`src/rtl/lc3_mem_pkg.sv`:
```
// Shared types and constants for the LC-3 memory access path.
package lc3_mem_pkg;

  typedef enum logic [2:0] {
    IDLE = 3'd0,
    RD   = 3'd1,
    WR   = 3'd2,
    DONE = 3'd3,
    HOLD = 3'd4
  } mem_state_t;

  localparam logic [15:0] LC3_IO_ADDR = 16'hFFFF;
  localparam int          SRAM_ADDR_W = 20;

endpackage

```
`src/rtl/mem_wait_counter.sv`:
```
// Wait-state counter for one SRAM strobe phase; 'last' marks the final strobe cycle.
module mem_wait_counter #(
  parameter int WAIT_CYCLES = 2
) (
  input  logic Clk,
  input  logic Reset,
  input  logic clear,
  input  logic enable,
  output logic last
);

  localparam int CW = (WAIT_CYCLES > 1) ? $clog2(WAIT_CYCLES) : 1;

  generate
    if (WAIT_CYCLES < 1) begin : g_bad_wait
      $error("mem_wait_counter: WAIT_CYCLES must be at least 1");
    end
  endgenerate

  logic [CW-1:0] r_count;

  // Count strobe cycles; never advances past WAIT_CYCLES-1.
  always_ff @(posedge Clk) begin
    if (Reset) begin
      r_count <= '0;
    end else if (clear) begin
      r_count <= '0;
    end else if (enable) begin
      r_count <= r_count + CW'(1);
    end
  end

  assign last = (r_count == CW'(WAIT_CYCLES - 1));

endmodule

```
`src/rtl/sram_mem_ctrl.sv`:
```
// LC-3 SRAM bus-cycle controller with optional memory-mapped I/O.
// MEMCTRL_IO_MAP_EN enables IO_ADDR decoding (switches / hex display).
module sram_mem_ctrl
  import lc3_mem_pkg::*;
#(
  parameter int          WAIT_CYCLES = 2,
  parameter logic [15:0] IO_ADDR     = LC3_IO_ADDR
) (
  input  logic                   Clk,
  input  logic                   Reset,
  input  logic                   Mem_OE,
  input  logic                   Mem_WE,
  input  logic [15:0]            MAR,
  input  logic [15:0]            MDR,
  output logic [15:0]            Data_to_CPU,
  output logic                   Mem_Ready,
  output logic [SRAM_ADDR_W-1:0] SRAM_ADDR,
  input  logic [15:0]            SRAM_DQ_in,
  output logic [15:0]            SRAM_DQ_out,
  output logic                   SRAM_DQ_oe,
  output logic                   SRAM_CE_N,
  output logic                   SRAM_OE_N,
  output logic                   SRAM_WE_N,
  output logic                   SRAM_UB_N,
  output logic                   SRAM_LB_N,
  input  logic [15:0]            Switches,
  output logic [15:0]            HEX_Data
);

  mem_state_t  r_state;
  logic [15:0] r_mar;
  logic [15:0] r_mdr;
  logic [15:0] r_data;
  logic        r_ready;
  logic        r_dq_oe;
  logic        r_ce_n;
  logic        r_oe_n;
  logic        r_we_n;
  logic        r_bytes_n;
  logic        w_last;
  logic        w_cnt_clear;
  logic        w_cnt_enable;

  assign w_cnt_clear  = (r_state == IDLE);
  assign w_cnt_enable = ((r_state == RD) || (r_state == WR)) && !w_last;

  mem_wait_counter #(
    .WAIT_CYCLES(WAIT_CYCLES)
  ) u_wait_counter (
    .Clk   (Clk),
    .Reset (Reset),
    .clear (w_cnt_clear),
    .enable(w_cnt_enable),
    .last  (w_last)
  );

`ifdef MEMCTRL_IO_MAP_EN
  logic [15:0] r_hex;
  logic        w_io_hit;

  assign w_io_hit = (MAR == IO_ADDR);
  assign HEX_Data = r_hex;

  // Hex-display register loads on an I/O-mapped write.
  always_ff @(posedge Clk) begin
    if (Reset) begin
      r_hex <= 16'h0000;
    end else if ((r_state == IDLE) && Mem_WE && w_io_hit) begin
      r_hex <= MDR;
    end
  end
`else
  logic w_unused_io;

  assign w_unused_io = ^{Switches, IO_ADDR};
  assign HEX_Data    = 16'h0000;
`endif

  // Bus-cycle FSM; strobes and Ready are registered alongside the state.
  always_ff @(posedge Clk) begin
    if (Reset) begin
      r_state   <= IDLE;
      r_mar     <= 16'h0000;
      r_mdr     <= 16'h0000;
      r_data    <= 16'h0000;
      r_ready   <= 1'b0;
      r_dq_oe   <= 1'b0;
      r_ce_n    <= 1'b1;
      r_oe_n    <= 1'b1;
      r_we_n    <= 1'b1;
      r_bytes_n <= 1'b1;
    end else begin
      r_ready <= 1'b0;
      case (r_state)
        IDLE: begin
          if (Mem_WE || Mem_OE) begin
            r_mar <= MAR;
            r_mdr <= MDR;
`ifdef MEMCTRL_IO_MAP_EN
            if (w_io_hit) begin
              r_state <= DONE;
              r_ready <= 1'b1;
              if (!Mem_WE) begin
                r_data <= Switches;
              end
            end else
`endif
            if (Mem_WE) begin
              // Write wins when both requests arrive together.
              r_state   <= WR;
              r_ce_n    <= 1'b0;
              r_we_n    <= 1'b0;
              r_bytes_n <= 1'b0;
              r_dq_oe   <= 1'b1;
            end else begin
              r_state   <= RD;
              r_ce_n    <= 1'b0;
              r_oe_n    <= 1'b0;
              r_bytes_n <= 1'b0;
            end
          end
        end
        RD: begin
          if (w_last) begin
            r_data    <= SRAM_DQ_in;
            r_state   <= DONE;
            r_ready   <= 1'b1;
            r_ce_n    <= 1'b1;
            r_oe_n    <= 1'b1;
            r_bytes_n <= 1'b1;
          end
        end
        WR: begin
          if (w_last) begin
            // Bus drive is kept through DONE for data hold.
            r_state   <= DONE;
            r_ready   <= 1'b1;
            r_ce_n    <= 1'b1;
            r_we_n    <= 1'b1;
            r_bytes_n <= 1'b1;
          end
        end
        DONE: begin
          r_state <= HOLD;
          r_dq_oe <= 1'b0;
        end
        HOLD: begin
          if (!Mem_OE && !Mem_WE) begin
            r_state <= IDLE;
          end
        end
        default: begin
          r_state   <= IDLE;
          r_dq_oe   <= 1'b0;
          r_ce_n    <= 1'b1;
          r_oe_n    <= 1'b1;
          r_we_n    <= 1'b1;
          r_bytes_n <= 1'b1;
        end
      endcase
    end
  end

  assign Data_to_CPU = r_data;
  assign Mem_Ready   = r_ready;
  assign SRAM_ADDR   = {4'b0000, r_mar};
  assign SRAM_DQ_out = r_mdr;
  assign SRAM_DQ_oe  = r_dq_oe;
  assign SRAM_CE_N   = r_ce_n;
  assign SRAM_OE_N   = r_oe_n;
  assign SRAM_WE_N   = r_we_n;
  assign SRAM_UB_N   = r_bytes_n;
  assign SRAM_LB_N   = r_bytes_n;

endmodule
```
`config.mk`:
```
export PLATFORM = sky130hd
export DESIGN_NAME = sram_mem_ctrl
export DESIGN_NICKNAME = d
export VERILOG_FILES = /design/src/rtl/lc3_mem_pkg.sv /design/src/rtl/mem_wait_counter.sv /design/src/rtl/sram_mem_ctrl.sv
export SDC_FILE = /design/constraint.sdc
export NUM_CORES = 1
export LEC_CHECK = 0
export CORE_MARGIN = 2
export CORE_UTILIZATION = 40
export CTS_BUF_LIST = sky130_fd_sc_hd__clkbuf_8
export DETAILED_ROUTE_END_ITERATION = 16
export GPL_ROUTABILITY_DRIVEN = 0
export MAX_ROUTING_LAYER = met4
export PLACE_DENSITY = 0.83
export SYNTH_ARGS = -nofsm -noshare
export SYNTH_HDL_FRONTEND = slang
export SYNTH_HIERARCHICAL = 1
export SYNTH_SLANG_ARGS = --single-unit
export TNS_END_PERCENT = 30
```
`constraint.sdc`:
```
create_clock -name Clk -period 1.7 [get_ports Clk]
set_input_delay 0.17 -clock Clk [delete_from_list [all_inputs] [get_ports Clk]]
set_output_delay 0.17 -clock Clk [all_outputs]
set_load 0.05 [all_outputs]
```
Word-level counts from Yosys, hierarchy flattened. Cells that the tools add are included.

Bits in registers: 57. Input bits: 68. Output and inout bits: 75. Word-level logic and storage cells: 67.

Add/subtract/negate cells: 1. Equal/unequal tests: 11. Muxes and demuxes: 18. Bitwise logic cells: 5. Reduce and logical (&&, ||, !) cells: 22.

Operator list (count): case mux 3 bit (4 select lines) (1); 2-to-1 mux 1 bit (9); 2-to-1 mux 3 bit (3); case mux 1 bit (3 select lines) (3); AND reduction 3 bit (3); OR reduction 3 bit (3); inequality test 2 bit, second input constant (4); AND reduction 4 bit (2); OR reduction 2 bit (4); == test 3 x 2 -> 1 bit, second input constant (2); inequality test 2 x 1 -> 1 bit, second input constant (3); NOT 1 bit (5); AND reduction 2 bit (2); == test 3 x 1 -> 1 bit, second input constant (1); == test 3 bit, second input constant (1); logical NOT 1 bit (3); logical NOT 3 bit (1); logical AND 1 bit (2); logical OR 1 bit (2); 2-to-1 mux 2 bit (1); case mux 1 bit (2 select lines) (1); adder 1 bit, second input constant (1).

Depth between registers and ports, before layout.
Depth in word-level cells: 4. Mapped depth: 6. Depth with buffers taken out: 4.

Modules after synthesis. The synthesis kept the hierarchy.

Modules (own cells, without submodules): sram_mem_ctrl (instances 1, cells each 290, area each 2521.2 µm², sequential area each 1121.1 µm²); mem_wait_counter (instances 1, cells each 3, area each 38.8 µm², sequential area each 20.0 µm²).

Worst setup path after synthesis. No wires, ideal clock.

Path type: register to register. Start point: register r_state[2]. End point: register r_we_n, in the netlist SRAM_WE_N. Setup time: 0.120 ns. Arrival time: 1.184 ns. Required time: 1.580 ns. Path slack: 0.396 ns. Stages on the path, launching flop included: 5. Path buffers: 1. Clock period less this slack: 1.304 ns. Path through: dfxtp_1 -> buf_4 -> inv_1 -> a221o_1 -> a211o_1.

Longest elaborated chain between the ends: 4.

Ends and longest elaborated chain: start, declared (RTL line sram_mem_ctrl.sv:30) `mem_state_t r_state;`; start signal, assigned (RTL line sram_mem_ctrl.sv:82) `r_state <= IDLE;`; start signal, assigned (RTL line sram_mem_ctrl.sv:110) `r_state <= WR;`; start signal, assigned (RTL line sram_mem_ctrl.sv:116) `r_state <= RD;`; == test 3 x 1 -> 1 bit, or another cell as far along (RTL line sram_mem_ctrl.sv:94) `case (r_state)`; OR reduction 3 bit (no line); NOT 1 bit (no line); AND reduction 4 bit (no line); end signal, assigned (RTL line sram_mem_ctrl.sv:90) `r_we_n <= 1'b1;`; end signal, assigned (RTL line sram_mem_ctrl.sv:112) `r_we_n <= 1'b0;`; end signal, assigned (RTL line sram_mem_ctrl.sv:139) `r_we_n <= 1'b1;`; end, declared (RTL line sram_mem_ctrl.sv:38) `logic r_we_n;`.

Parallel ways exist; a longest one is shown, timed or not. A chain may end at the register's enable or synchronous reset.

Worst setup path in the final report.
Start point: register r_data[8], in the netlist Data_to_CPU[8]. End point: output port Data_to_CPU[8].

RTL lines: start, declared (RTL line sram_mem_ctrl.sv:33) `logic [15:0] r_data;`; start signal, assigned (RTL line sram_mem_ctrl.sv:125) `r_data <= SRAM_DQ_in;`; end, declared (RTL line sram_mem_ctrl.sv:15) `output logic [15:0] Data_to_CPU,`.

No word-level cell between the ends.

==> metrics.txt <==
CP peak stage delay 810 ps; starting utilization of the core area 0.4078; Final Util 0.6014; total gr overflow 0; initial DRC count 52; WP data arrival 1500 ps; vias per inst 4.831; Placeable Area 0.006277 mm^2; GRT Overall Usage 0.1818; vias post-DR 2285; startpoint class of the critical path flop; post-cts gate resize count 0; CTS tree done; Worst Hold Path EP Data_to_CPU[10]$_SDFFE_PP0P_; Critical Path Fanout Max 2; Die ar. 0.007056 mm^2; io pins 143; Async SR Flop Fraction 0; Setup Buffers After CTS 0; post-route clock period utilization 0.9852; H-tree Lvls 3; relative slew slack 0.6390; post-synth top area share 0.4457; flop2flop setup slack 180 ps; Worst EP required 1530 ps; Worst VDD drop 0.6441 mV; number of failing hold endpoints at the final stage 0; slowest CP cell clkdlybuf4s50_1; fin worst setup slack 25.14 ps; Syn-to-layout area delta 47.46%; Longest Clk Path Bufs 2; post-synth cell types 36; Min-Delay Path Depth 3; drt drc 0; root buffer cell clkbuf_8; ys flop type dfxtp_1; status completed; synth warn 6; Buf/Inv on CP 1; fin crit period 1675 ps; Power Dens Cells 1141 mW/mm^2; area leader, netlist dfxtp_1; synth top area cells dfxtp_1, a21oi_1, nand2_1, buf_4, a31o_1; Clk pin slew, worst setup/hold paths 60 ps; Worst Clk Skew 9.912 ps; fin nets 459; cts hold-fix bufs 0; fmax 597.1 MHz; worst hold start SRAM_DQ_in[10]; vias in the first global route 2200; Core Rows 29; ANT cells 0; synthesized area per cell 8.737 um^2; final setup fails 0; commonest non-fill, non-tap cells in the layout clkdlybuf4s50_1, dfxtp_1, nand2_1, a21oi_1, nand2b_1; mapped cell area 0.002560 mm^2; Die Ht 84 um; WS Path Type reg -> out; endpoint type of the worst setup path primary output; Clk Latency, worst-skew pair 340 ps; fin. max-slew vios 0; reg2reg start r_state[0]$_SDFFE_PP0P_; Chip Width 84 um; CP cell instances clkdlybuf4s50_1; Reg-to-Reg End Data_to_CPU[5]$_SDFFE_PP0P_; worst-margin pin slew 540.6 ps; drt wl/cell 13.20 um; PortBufs 106; WL final 6.244 mm; post-route ant nets 0; EDFF count, synth 0; Mapped Cells 293; share of cells above drive strength 1 0.09343; first-pass GRT wire length 10.05 mm; largest net degree at the start of global routing 37; Sink Count 57; Seq/Total Area, Yosys 0.4457; Static Leak 1.581 nW; FF-to-FF path depth 3; Final HPWL DP 4.327 mm; commonest non-fill, non-tap cell in the layout clkdlybuf4s50_1; CTS Buf Count 9; post-synthesis register bit count 57; Worst Hold Class in -> reg; 1st-pass router iterations 4; Worst path depth 1; critical path's top delay family buffers and inverters; antenna violations before repair 0; DP Worst Slack 33.82 ps; Max Cap Viol 0
## metal layers
layer | wire length (um) | global-route usage | vias up
met5 | 0 | - | -
met4 | 126 | 0.08504 | 0
met3 | 379 | 0.04748 | 11
met2 | 3199 | 0.3091 | 76
met1 | 2539 | 0.1983 | 1056
li1 | - | - | 1142
## registers in the layout, indices dropped and copies added, names as in the netlist
name and cells:
Data_to_CPU 16, Mem_Ready 1, SRAM_DQ_oe 1, SRAM_DQ_out 16
SRAM_LB_N 1, SRAM_OE_N 1, SRAM_WE_N 1, r_mar 16
r_state 3, u_wait_counter/last 1
## where the power goes
part | internal, W | switching, W | leakage [nW]
registers | 0.00148 | 0.000119 | 0.467
logic | 0.000537 | 0.000934 | 1.01
clock network | 0.000705 | 0.000534 | 0.0995
total | 0.00272 | 0.00159 | 1.58
## how the worst max path moves through the flow
stage | from | endpoint | slack (ps)
after floorplan | r_state[2]$_SDFFE_PP0P_ | SRAM_WE_N$_SDFFE_PP1P_ | 400
after global placement | Mem_WE | SRAM_WE_N$_SDFFE_PP1P_ | 60
final | Data_to_CPU[8]$_SDFFE_PP0P_ | Data_to_CPU[8] | 30
after global routing | SRAM_DQ_out[14]$_SDFFE_PP0P_ | SRAM_DQ_out[14] | -7
after detailed placement | Mem_WE | SRAM_WE_N$_SDFFE_PP1P_ | 30
after CTS | r_mar[3]$_SDFFE_PP0P_ | SRAM_ADDR[3] | 8
## synthesized netlist by cell type (2+ instances only)
master,n
a2111oi_0,2
a21oi_1,43
a31o_1,19
a31o_2,2
buf_2,6
buf_4,23
buf_6,5
clkbuf_1,11
clkbuf_2,2
dfxtp_1,57
inv_1,2
mux2i_1,11
nand2_1,57
nand2b_1,23
nand3_1,2
nor2_1,3
nor3_1,4
o21ai_0,2
xnor2_1,2
## metrics by stage
| stage | hold WS, ps | total power [W] | cells | setup TNS, ps | cell area, um^2 |
|---|---|---|---|---|---|
| 6_report | 382.0 | 0.004307 | 473 | 0 | 3775 |
| 2_1_floorplan | 240.9 | 0.002702 | 312 | 0 | 2631 |
| 4_1_cts | 373.7 | 0.004357 | 473 | 0 | 3750 |
| 3_3_place_gp | 441.1 | 0.003084 | 457 | 0 | 3553 |
| 5_1_grt | 380.4 | 0.004508 | 473 | -6.701 | 3775 |
| 3_5_place_dp | 450.1 | 0.003107 | 457 | 0 | 3553 |
## layout make-up
type / instances / area (um^2)
Tap cell: 77 / 96.34
Timing Repair Buffer: 115 / 1161
Clock inverter: 6 / 58.81
Fill cell: 558 / 2502
Inverter: 3 / 11.26
Multi-Input combinational cell: 205 / 1169
Clock buffer: 10 / 137.6
Sequential cell: 57 / 1141
## cell families (layout without fill, tap and decap cells)
group,after synthesis,count (layout),synth area share
AOI/OAI and AO/OA,73,73,0.1843
xor gates and xnor gates,2,2,0.006844
buffers and inverters,50,134,0.1256
DFF,57,57,0.4457
muxes,11,11,0.04301
other,1,20,0.001465
and+or+nand+nor,99,99,0.1931
(Power assumes the default switching activity.)
